$ cat src/rtl/mem_port_arbiter_pkg.sv
// Shared types and default widths for the two-requester memory port arbiter.
// The owner tag records which requester issued each in-flight read.
package mem_port_arbiter_pkg;

  localparam int ADDR_W_DEF = 8;
  localparam int DATA_W_DEF = 32;

  typedef enum logic {
    OWN_CPU = 1'b0,
    OWN_DMA = 1'b1
  } owner_e;

  typedef struct packed {
    logic   valid;
    owner_e owner;
  } rd_tag_t;

endpackage

$ cat src/rtl/mem_port_arbiter_if.sv
// Bundle of the CPU-side, DMA-side and shared RAM-side signals of the arbiter.
// The slave modport is the arbiter's view; master is everything around it.
interface mem_port_arbiter_if
  import mem_port_arbiter_pkg::*;
#(
  parameter int ADDR_W = ADDR_W_DEF,
  parameter int DATA_W = DATA_W_DEF
);

  logic              cpu_req;
  logic              cpu_we;
  logic [ADDR_W-1:0] cpu_addr;
  logic [DATA_W-1:0] cpu_wdata;
  logic              cpu_gnt;
  logic              cpu_rvalid;
  logic [DATA_W-1:0] cpu_rdata;

  logic              dma_req;
  logic              dma_we;
  logic [ADDR_W-1:0] dma_addr;
  logic [DATA_W-1:0] dma_wdata;
  logic              dma_gnt;
  logic              dma_rvalid;
  logic [DATA_W-1:0] dma_rdata;

  logic [ADDR_W-1:0] ram_addr;
  logic [DATA_W-1:0] ram_wdata;
  logic              ram_we;
  logic              ram_re;
  logic [DATA_W-1:0] ram_rdata;
  logic              busy;

  modport slave (
    input  cpu_req, cpu_we, cpu_addr, cpu_wdata,
    output cpu_gnt, cpu_rvalid, cpu_rdata,
    input  dma_req, dma_we, dma_addr, dma_wdata,
    output dma_gnt, dma_rvalid, dma_rdata,
    output ram_addr, ram_wdata, ram_we, ram_re, busy,
    input  ram_rdata
  );

  modport master (
    output cpu_req, cpu_we, cpu_addr, cpu_wdata,
    input  cpu_gnt, cpu_rvalid, cpu_rdata,
    output dma_req, dma_we, dma_addr, dma_wdata,
    input  dma_gnt, dma_rvalid, dma_rdata,
    input  ram_addr, ram_wdata, ram_we, ram_re, busy,
    output ram_rdata
  );

endinterface

$ cat src/rtl/mem_port_arbiter_rd_tag_pipe.sv
// Owner-tag shift register matching the RAM read latency; the tag leaving the
// last slot marks the cycle in which ram_rdata belongs to that owner.
module rd_tag_pipe
  import mem_port_arbiter_pkg::*;
#(
  parameter int RD_LAT = 1
) (
  input  logic   clock,
  input  logic   reset,
  input  logic   push,
  input  owner_e push_owner,
  output logic   pop_valid,
  output owner_e pop_owner,
  output logic   busy
);

  rd_tag_t slots [RD_LAT];

  always_ff @(posedge clock or negedge reset) begin
    if (!reset) begin
      for (int i = 0; i < RD_LAT; i++) begin
        slots[i] <= '{valid: 1'b0, owner: OWN_CPU};
      end
    end else begin
      slots[0] <= '{valid: push, owner: push_owner};
      for (int i = 1; i < RD_LAT; i++) begin
        slots[i] <= slots[i-1];
      end
    end
  end

  always_comb begin
    pop_valid = slots[RD_LAT-1].valid;
    pop_owner = slots[RD_LAT-1].owner;
    busy      = 1'b0;
    for (int i = 0; i < RD_LAT; i++) begin
      busy = busy | slots[i].valid;
    end
  end

endmodule

$ cat src/rtl/mem_port_arbiter.sv
// Round-robin arbiter sharing one RAM port between a CPU and a DMA requester,
// with owner-tagged routing of read data back to whoever issued the read.
module mem_port_arbiter
  import mem_port_arbiter_pkg::*;
#(
  parameter int ADDR_W = ADDR_W_DEF,
  parameter int DATA_W = DATA_W_DEF,
  parameter int RD_LAT = 1
) (
  input logic               clock,
  input logic               reset,
  mem_port_arbiter_if.slave bus
);

  owner_e            last_gnt;
  owner_e            gnt_owner;
  owner_e            pop_owner;
  logic              cpu_gnt;
  logic              dma_gnt;
  logic              ram_re;
  logic              pop_valid;
  logic              cpu_rv;
  logic              dma_rv;
  logic [DATA_W-1:0] cpu_hold;
  logic [DATA_W-1:0] dma_hold;

  // On a tie the requester that did not complete the previous access wins.
  always_comb begin
    cpu_gnt = 1'b0;
    dma_gnt = 1'b0;
    if (reset) begin
      if (bus.cpu_req && (!bus.dma_req || last_gnt == OWN_DMA)) begin
        cpu_gnt = 1'b1;
      end else if (bus.dma_req) begin
        dma_gnt = 1'b1;
      end
    end
  end

  always_comb begin
    gnt_owner     = dma_gnt ? OWN_DMA : OWN_CPU;
    bus.cpu_gnt   = cpu_gnt;
    bus.dma_gnt   = dma_gnt;
    bus.ram_addr  = {ADDR_W{1'b0}};
    bus.ram_wdata = {DATA_W{1'b0}};
    bus.ram_we    = 1'b0;
    ram_re        = 1'b0;
    if (cpu_gnt) begin
      bus.ram_addr  = bus.cpu_addr;
      bus.ram_wdata = bus.cpu_wdata;
      bus.ram_we    = bus.cpu_we;
      ram_re        = !bus.cpu_we;
    end else if (dma_gnt) begin
      bus.ram_addr  = bus.dma_addr;
      bus.ram_wdata = bus.dma_wdata;
      bus.ram_we    = bus.dma_we;
      ram_re        = !bus.dma_we;
    end
    bus.ram_re = ram_re;
  end

  always_ff @(posedge clock or negedge reset) begin
    if (!reset) begin
      last_gnt <= OWN_DMA;
    end else if (cpu_gnt) begin
      last_gnt <= OWN_CPU;
    end else if (dma_gnt) begin
      last_gnt <= OWN_DMA;
    end
  end

  rd_tag_pipe #(.RD_LAT(RD_LAT)) u_rd_tag_pipe (
    .clock      (clock),
    .reset      (reset),
    .push       (ram_re),
    .push_owner (gnt_owner),
    .pop_valid  (pop_valid),
    .pop_owner  (pop_owner),
    .busy       (bus.busy)
  );

  // Read data is passed straight through on its return cycle and held afterwards.
  always_ff @(posedge clock or negedge reset) begin
    if (!reset) begin
      cpu_hold <= {DATA_W{1'b0}};
      dma_hold <= {DATA_W{1'b0}};
    end else begin
      if (cpu_rv) cpu_hold <= bus.ram_rdata;
      if (dma_rv) dma_hold <= bus.ram_rdata;
    end
  end

  always_comb begin
    cpu_rv         = pop_valid && (pop_owner == OWN_CPU);
    dma_rv         = pop_valid && (pop_owner == OWN_DMA);
    bus.cpu_rvalid = cpu_rv;
    bus.dma_rvalid = dma_rv;
    bus.cpu_rdata  = cpu_rv ? bus.ram_rdata : cpu_hold;
    bus.dma_rdata  = dma_rv ? bus.ram_rdata : dma_hold;
  end

endmodule

$ cat src/flat_wrapper.sv
// flat-port wrapper written by rule: the top's interface ports become plain ports
module mem_port_arbiter_flat import mem_port_arbiter_pkg::*;
#(
  parameter int ADDR_W = ADDR_W_DEF,
  parameter int DATA_W = DATA_W_DEF,
  parameter int RD_LAT = 1
)
  (clock, reset, bus_cpu_req, bus_cpu_we, bus_cpu_addr, bus_cpu_wdata, bus_cpu_gnt, bus_cpu_rvalid, bus_cpu_rdata, bus_dma_req, bus_dma_we, bus_dma_addr, bus_dma_wdata, bus_dma_gnt, bus_dma_rvalid, bus_dma_rdata, bus_ram_addr, bus_ram_wdata, bus_ram_we, bus_ram_re, bus_busy, bus_ram_rdata);
  mem_port_arbiter_if #(.ADDR_W(ADDR_W), .DATA_W(DATA_W)) bus_i ();
  input logic clock;
  input logic reset;
  input wire logic [$bits(bus_i.cpu_req)-1:0] bus_cpu_req;
  input wire logic [$bits(bus_i.cpu_we)-1:0] bus_cpu_we;
  input wire logic [$bits(bus_i.cpu_addr)-1:0] bus_cpu_addr;
  input wire logic [$bits(bus_i.cpu_wdata)-1:0] bus_cpu_wdata;
  output wire logic [$bits(bus_i.cpu_gnt)-1:0] bus_cpu_gnt;
  output wire logic [$bits(bus_i.cpu_rvalid)-1:0] bus_cpu_rvalid;
  output wire logic [$bits(bus_i.cpu_rdata)-1:0] bus_cpu_rdata;
  input wire logic [$bits(bus_i.dma_req)-1:0] bus_dma_req;
  input wire logic [$bits(bus_i.dma_we)-1:0] bus_dma_we;
  input wire logic [$bits(bus_i.dma_addr)-1:0] bus_dma_addr;
  input wire logic [$bits(bus_i.dma_wdata)-1:0] bus_dma_wdata;
  output wire logic [$bits(bus_i.dma_gnt)-1:0] bus_dma_gnt;
  output wire logic [$bits(bus_i.dma_rvalid)-1:0] bus_dma_rvalid;
  output wire logic [$bits(bus_i.dma_rdata)-1:0] bus_dma_rdata;
  output wire logic [$bits(bus_i.ram_addr)-1:0] bus_ram_addr;
  output wire logic [$bits(bus_i.ram_wdata)-1:0] bus_ram_wdata;
  output wire logic [$bits(bus_i.ram_we)-1:0] bus_ram_we;
  output wire logic [$bits(bus_i.ram_re)-1:0] bus_ram_re;
  output wire logic [$bits(bus_i.busy)-1:0] bus_busy;
  input wire logic [$bits(bus_i.ram_rdata)-1:0] bus_ram_rdata;
  assign bus_i.cpu_req = bus_cpu_req;
  assign bus_i.cpu_we = bus_cpu_we;
  assign bus_i.cpu_addr = bus_cpu_addr;
  assign bus_i.cpu_wdata = bus_cpu_wdata;
  assign bus_cpu_gnt = bus_i.cpu_gnt;
  assign bus_cpu_rvalid = bus_i.cpu_rvalid;
  assign bus_cpu_rdata = bus_i.cpu_rdata;
  assign bus_i.dma_req = bus_dma_req;
  assign bus_i.dma_we = bus_dma_we;
  assign bus_i.dma_addr = bus_dma_addr;
  assign bus_i.dma_wdata = bus_dma_wdata;
  assign bus_dma_gnt = bus_i.dma_gnt;
  assign bus_dma_rvalid = bus_i.dma_rvalid;
  assign bus_dma_rdata = bus_i.dma_rdata;
  assign bus_ram_addr = bus_i.ram_addr;
  assign bus_ram_wdata = bus_i.ram_wdata;
  assign bus_ram_we = bus_i.ram_we;
  assign bus_ram_re = bus_i.ram_re;
  assign bus_busy = bus_i.busy;
  assign bus_i.ram_rdata = bus_ram_rdata;
  mem_port_arbiter #(.ADDR_W(ADDR_W), .DATA_W(DATA_W), .RD_LAT(RD_LAT)) u_core (.clock(clock), .reset(reset), .bus(bus_i));
endmodule
$ cat config.mk
export PLATFORM = sky130hd
export DESIGN_NAME = mem_port_arbiter_flat
export DESIGN_NICKNAME = d
export VERILOG_FILES = /design/src/rtl/mem_port_arbiter_pkg.sv /design/src/rtl/mem_port_arbiter_if.sv /design/src/rtl/mem_port_arbiter_rd_tag_pipe.sv /design/src/rtl/mem_port_arbiter.sv /design/src/flat_wrapper.sv
export SDC_FILE = /design/constraint.sdc
export NUM_CORES = 1
export LEC_CHECK = 0
export ABC_AREA = 1
export BUFFER_PORTS_ARGS = -buffer_cell sky130_fd_sc_hd__buf_2
export CORE_UTILIZATION = 41
export CTS_CLUSTER_DIAMETER = 40
export CTS_CLUSTER_SIZE = 28
export DETAILED_ROUTE_END_ITERATION = 8
export GPL_ROUTABILITY_DRIVEN = 0
export PLACE_DENSITY = 0.81
export REMOVE_ABC_BUFFERS = 1
export SYNTH_ARGS = -nofsm -noshare
export SYNTH_HDL_FRONTEND = slang
export SYNTH_SLANG_ARGS = --single-unit
$ cat constraint.sdc
create_clock -name clock -period 1.63 [get_ports clock]
set_input_delay 0.2445 -clock clock [delete_from_list [all_inputs] [get_ports clock]]
set_output_delay 0.2445 -clock clock [all_outputs]
set_load 0.005 [all_outputs]
==> results of run 1 <==
==> synth_stat cells (all sizes together) <==
| cell | n | share of area |
|---|---|---|
| dfstp | 1 | 0.0080 |
| buf | 32 | 0.059 |
| inv | 41 | 0.047 |
| a21oi | 1 | 0.0015 |
| o21ai | 64 | 0.098 |
| nand4 | 42 | 0.080 |
| nand2 | 113 | 0.13 |
| clkbuf | 4 | 0.0050 |
| nand3 | 43 | 0.066 |
| dfrtp | 66 | 0.50 |
==> registers in the layout (all words and copies together), names as in the netlist <==
| name | count |
|---|---|
| u_core.last_gnt | 1 |
| u_core.dma_hold | 32 |
| u_core.u_rd_tag_pipe.busy | 1 |
| u_core.u_rd_tag_pipe.pop_owner | 1 |
| u_core.cpu_hold | 32 |
==> area by class of cell <==
type	count	area, um^2	share of cell area
repair buffers	280	1858	0.3132
multi-input cells	264	1869	0.3151
well taps	102	127.6	0.02151
clock inverters	6	115.1	0.01940
clock buffers	9	123.9	0.02088
inverters	41	158.9	0.02678
flip-flops and latches	67	1680	0.2832
==> cell usage in the layout (no fill, tap or decap) <==
cell type	count
buf_4	25
a21oi_2	1
buf_8	2
inv_2	4
clkbuf_8	9
o21ai_4	9
nand3_4	1
buf_12	8
dlygate4sd3_1	2
nand2_4	18
nand4_1	42
buf_2	226
buf_6	7
clkinv_4	3
nand3_1	28
o21ai_2	47
nand2_1	68
bufinv_16	3
nand2_8	5
clkinvlp_4	1
inv_1	36
nand2_2	23
dfrtp_1	64
dfrtp_2	2
clkbuf_16	10
o21ai_1	8
nand3_2	14
dfstp_2	1
==> worst max path at each step <==
| stage | start | to | depth (start not counted) |
|---|---|---|---|
| floorplan | u_core.last_gnt | bus_ram_re | 5 |
| global placement | u_core.u_rd_tag_pipe.busy | bus_dma_rdata[27] | 4 |
| detailed placement | u_core.u_rd_tag_pipe.busy | bus_dma_rdata[27] | 4 |
| CTS | u_core.u_rd_tag_pipe.pop_owner | bus_dma_rdata[18] | 5 |
| global route | u_core.u_rd_tag_pipe.busy | bus_cpu_rdata[8] | 6 |
| finish | u_core.u_rd_tag_pipe.busy | bus_cpu_rdata[8] | 6 |
==> critical path, stage by stage, from the launching register on <==
cell	delay, ps
dfrtp_2	480
buf_6	160
nand2_8	100
buf_8	160
nand2_1	70
o21ai_1	130
buf_2	180
==> report_power, final <==
| group | internal, mW | switching (mW) | total (mW) |
|---|---|---|---|
| Combinational | 1.24 | 1.28 | 2.52 |
| Sequential | 2.13 | 0.260 | 2.39 |
| Clock | 1.01 | 0.660 | 1.67 |
| Total | 4.39 | 2.20 | 6.58 |
==> through the flow <==
stage	util	hold slack, ps	setup WS (ps)	power (mW)
after global placement	0.5837	211.9	160.1	3.841
after detailed placement	0.5837	224.5	157.8	3.907
final	0.7678	177.2	-220.4	6.584
after CTS	0.6302	148.2	-199.2	5.655
after global routing	0.7678	177.8	-271.2	6.891
after floorplan	-	-51.09	-276.8	2.943
==> kinds of logic (layout without fill, tap and decap cells) <==
kind of cell | after synthesis | after routing | share of synthesized area
buf+inv | 77 | 336 | 0.1108
simple gates | 198 | 199 | 0.2777
flops | 67 | 67 | 0.5122
compound gates | 65 | 65 | 0.09931
==> layer usage <==
metal,global-route usage,routed length (um)
met1,0.2959,4902
met2,0.4242,7108
met3,0.09548,1358
met4,0.1032,642
met5,0,0
==> timing repair <==
item                                    CTS  global route
endpoints found under the setup margin  107           110
buffers inserted                          2            20
hold buffers                              2             0
pin swaps                                 6             6
cloned                                    1            16
resized for setup                        39           198
hold endpoints to repair                  3             0
==> key figures, run 1 <==
Detailed routing
  • DRC: 0
  • Post-route ant nets: 0
  • Initial DRT Pass Iterations: 4
  • Vias per cell: 5.423
  • Vias: 4,170
  • Wirelength per Cell: 18.22 um
  • Detailed Route WL: 14.01 mm
  • Initial drt markers: 197

Clocking
  • CTS tree: done
  • Clock Sinks: 67
  • Clock Tree Root: clkbuf_8
  • Clk buf depth: 2
  • Worst-path clk slew: 70 ps
  • TritonCTS Buffers: 9
  • H-tree levels: 3
  • Clock Latency Late Sink: 340 ps

Floorplan
  • DIE WIDTH: 91.39 um
  • Die height: 91.39 um
  • Core area: 0.007727 mm^2
  • Initial Utilization: 0.4239
  • Die area: 0.008351 mm^2
  • Site Rows: 32
  • IO Pins: 229

Global route
  • Gr ovfl total: 0
  • Largest net degree at the start of global routing: 66
  • First-pass GRT wire length: 16.90 mm
  • Vias in the first global route: 3,681
  • GRT Total Usage: 0.2551
  • Initial antenna violation count: 0

STA
  • Final worst-path cycle share: 1.135
  • Final Critical Period: 1850 ps
  • Max_slew headroom: 0.5897
  • Clock skew: 13.65 ps
  • Pins Over Slew Limit: 0
  • Setup Viol. Count Final: 108
  • Unrepaired setup endpoints after global routing: true
  • Fmax: 0.5404 GHz
  • Fin worst setup slack: -220.4 ps
  • Worst Max-Slew Pin Slew: 615.5 ps
  • Setup TNS: -10,830 ps
  • Final hold violations: 0

Logic synthesis
  • Mean Syn Cell Area: 8.048 um^2
  • Synth unique cells: 14
  • Gate Count Post-Synth: 407
  • Mapped Area: 0.003276 mm^2
  • Yosys Warn Count: 0
  • Sequential element share of the synthesized area: 0.5122
  • Yosys reg bits: 67

Setup path
  • Worst EP required: 1390 ps
  • Worst Path Arrival: 1610 ps
  • RR Startpoint: u_core.u_rd_tag_pipe.busy
  • Reg-to-reg setup timing slack: 380 ps
  • Crit-path max FO: 8
  • Kind of critical path: reg -> out
  • Critical path endpoint category: output port
  • Reg2reg end: u_core.cpu_hold[11]
  • FF-to-FF path depth: 6
  • Type of origin of the critical path: flip-flop

Layout
  • Area grow syn2layout: 81.13%
  • Layout Cells excl Fill: 769
  • Layout Nets: 781
  • Antenna diodes: 0
  • Share of layout cells above drive strength 1: 0.6282
  • Fill count: 518
  • Final Cell Area: 0.005933 mm^2

Min path
  • Hold WC Path Type: in -> async

Place
  • Detailed Place HPWL: 7.520 mm
  • IO Port Bufs: 228
  • Post-DP Area: 0.004511 mm^2
  • Inst Count DP: 715

Power
  • Max rail drop VDD: 0.001139 V
  • Leak: 3.299 nW
  • Power Dens Cells: 1110 mW/mm^2

Job
  • Maxcap violations: 0

Status
  • Failing checks: setup timing
  • Status: finished with violations
Power figures use the tool's default switching activity.
==> run 2, diff against run 1 <==
--- a/config.mk
+++ b/config.mk
@@ -14,6 +14,7 @@
 export GPL_ROUTABILITY_DRIVEN = 0
 export PLACE_DENSITY = 0.81
 export REMOVE_ABC_BUFFERS = 1
+export SETUP_SLACK_MARGIN = 0.5
 export SYNTH_ARGS = -nofsm -noshare
 export SYNTH_HDL_FRONTEND = slang
 export SYNTH_SLANG_ARGS = --single-unit
==> run 2 against run 1 <==
  * The run still ends with setup timing left
  * Global-route usage grew 0.78 points
  * Via count grew 0.58%
  * Combinational power grew 2%
  * Critical endpoint is now bus_ram_addr[3]
  * Largest power group unchanged
  * Highest routed layer unchanged
==> key figures, run 2 (synthesized netlist as in run 1, its figures left out) <==
Setup path
  • Kind of critical path: reg -> out (unchanged)
  • Critical path endpoint category: output port (unchanged)
  • Reg-to-reg setup timing slack: 350 ps (was 380 ps)
  • Crit-path max FO: 16 (was 8)
  • RR Startpoint: u_core.last_gnt (was u_core.u_rd_tag_pipe.busy)
  • Reg2reg end: u_core.last_gnt (was u_core.cpu_hold[11])
  • FF-to-FF path depth: 8 (was 6)
  • Worst EP required: 1390 ps (about the same)
  • Worst Path Arrival: 1570 ps (was 1610 ps)
  • Type of origin of the critical path: flip-flop (unchanged)

Floorplan
  • Site Rows: 32 (unchanged)
  • Die area: 0.008351 mm^2 (unchanged)
  • DIE WIDTH: 91.39 um (unchanged)
  • Core area: 0.007727 mm^2 (unchanged)
  • Initial Utilization: 0.4239 (unchanged)
  • Die height: 91.39 um (unchanged)
  • IO Pins: 229 (unchanged)

Global route
  • Initial antenna violation count: 0 (unchanged)
  • Gr ovfl total: 0 (unchanged)
  • Vias in the first global route: 3,752 (was 3,681)
  • GRT Total Usage: 0.2628 (was 0.2551)
  • Largest net degree at the start of global routing: 50 (was 66)
  • First-pass GRT wire length: 17.32 mm (was 16.90 mm)

Layout
  • Area grow syn2layout: 84.64% (was 81.13%)
  • Commonest non-fill, non-tap cells in the layout: buf_2, dfrtp_1, nand2_1 (was buf_2, nand2_1, dfrtp_1)
  • Final Cell Area: 0.006048 mm^2 (was 0.005933 mm^2)
  • Regs by FF count: u_core.cpu_hold x32, u_core.dma_hold x32 (unchanged)
  • Layout Cells excl Fill: 764 (was 769)
  • Layout Nets: 776 (was 781)
  • Share of layout cells above drive strength 1: 0.6269 (was 0.6282)
  • Fin util: 0.7827 (was 0.7678)
  • Antenna diodes: 0 (unchanged)
  • Commonest non-fill, non-tap cell in the layout: buf_2 (unchanged)

STA
  • Worst Max-Slew Pin Slew: 618.1 ps (was 615.5 ps)
  • Fin worst setup slack: -184.8 ps (was -220.4 ps)
  • Setup Viol. Count Final: 106 (was 108)
  • Final worst-path cycle share: 1.113 (was 1.135)
  • Unrepaired setup endpoints after global routing: true (unchanged)
  • Max_slew headroom: 0.5879 (was 0.5897)
  • Fmax: 0.5510 GHz (was 0.5404 GHz)
  • Pins Over Slew Limit: 0 (unchanged)
  • Clock skew: 11.49 ps (was 13.65 ps)
  • Final hold violations: 0 (unchanged)
  • Final Critical Period: 1815 ps (was 1850 ps)
  • Setup TNS: -10,690 ps (was -10,830 ps)

Clocking
  • Clock Latency Late Sink: 340 ps (about the same)
  • Clk buf depth: 2 (unchanged)
  • Worst-path clk slew: 70 ps (about the same)
  • CTS tree: done (unchanged)
  • Clock Tree Root: clkbuf_8 (unchanged)
  • Clock Sinks: 67 (unchanged)
  • H-tree levels: 3 (unchanged)
  • TritonCTS Buffers: 9 (unchanged)

Place
  • Detailed Place HPWL: 7.520 mm (unchanged)
  • IO Port Bufs: 228 (unchanged)
  • Inst Count DP: 715 (unchanged)
  • Post-DP Area: 0.004511 mm^2 (unchanged)

Power
  • Max rail drop VDD: 0.0009663 V (was 0.001139 V)
  • Switch share: 0.3379 (was 0.3340)
  • Clk pwr share: 0.251 (was 0.254)
  • Final total power: 6.661 mW (was 6.584 mW)
  • Combinational power share: 0.386 (was 0.382)
  • Cell internal pwr: 4.410 mW (was 4.385 mW)
  • Leak: 3.343 nW (was 3.299 nW)
  • Power Dens Cells: 1101 mW/mm^2 (was 1110 mW/mm^2)
  • Reg power frac: 0.363 (was 0.364)
  • Switching pwr: 2.251 mW (was 2.199 mW)

Status
  • Status: finished with violations (unchanged)
  • Failing checks: setup timing (unchanged)

Min path
  • Hold WC Path Type: in -> async (unchanged)

Detailed routing
  • Initial DRT Pass Iterations: 7 (was 4)
  • Top sig layer: met4 (unchanged)
  • Vias: 4,194 (was 4,170)
  • Initial drt markers: 203 (was 197)
  • Detailed Route WL: 14.39 mm (was 14.01 mm)
  • Vias per cell: 5.490 (was 5.423)
  • WL met1: 5.128 mm (was 4.902 mm)
  • Post-route ant nets: 0 (unchanged)
  • DRC: 0 (unchanged)
  • Metal2 WL: 7.311 mm (was 7.108 mm)
  • Met3 WL: 1.463 mm (was 1.358 mm)
  • Wirelength per Cell: 18.83 um (was 18.22 um)

Job
  • Maxcap violations: 0 (unchanged)
run 2: power by group through the flow:
stage / Clock, mW / Combinational (mW) / Sequential [mW]
after detailed placement: 0 / 1.61 / 2.29
after CTS: 1.68 / 1.74 / 2.27
after global routing: 1.75 / 2.75 / 2.45
after floorplan: 0 / 0.692 / 2.25
final: 1.67 / 2.57 / 2.42
after global placement: 0 / 1.57 / 2.27
run 2: through the flow:
step	hold slack [ps]	setup WS (ps)
floorplan	-51.09	-276.8
global placement	211.9	160.1
detailed placement	224.5	157.8
CTS	148.2	-199.2
global route	184.1	-231.4
finish	175.2	-184.8
run 2: timing repair:
action	in CTS	in global routing
gates cloned	2	16
pin swaps	6	11
setup buffers	2	12
endpoints found under the setup margin	132	174
hold endpoints to repair	3	0
hold buffers	2	0
gates resized for setup	58	200
run 2: layout make-up:
type / count / area [um^2]
Clock buffer: 9 / 123.9
Clock inverter: 6 / 115.1
Fill cell: 480 / 1679
Inverter: 41 / 158.9
Multi-Input combinational cell: 264 / 1943
Sequential cell: 67 / 1680
Tap cell: 102 / 127.6
Timing Repair Buffer: 275 / 1899
run 2: worst max-delay path, cell delays in order (launching register included):
cell and delay (ps):
dfstp_2 530, inv_2 40, nand2_4 100, nand2_4 90, clkbuf_16 190, nand3_1 70
nand2_1 70, buf_2 140
run 2: metal layers:
metal	up-vias	global-route usage
met5	-	0
met4	0	0.1045
met3	52	0.09548
met2	294	0.4398
met1	1982	0.3051
li1	1866	-
run 2: how the worst max path moves through the flow:
stage,from,endpoint,slack (ps),cells after the start
finish,u_core.last_gnt,bus_ram_addr[3],-180,7
CTS,u_core.u_rd_tag_pipe.pop_owner,bus_dma_rdata[18],-200,5
global route,u_core.last_gnt,bus_ram_wdata[12],-230,7
floorplan,u_core.last_gnt,bus_ram_re,-280,5
global placement,u_core.u_rd_tag_pipe.busy,bus_dma_rdata[27],160,4
detailed placement,u_core.u_rd_tag_pipe.busy,bus_dma_rdata[27],160,4
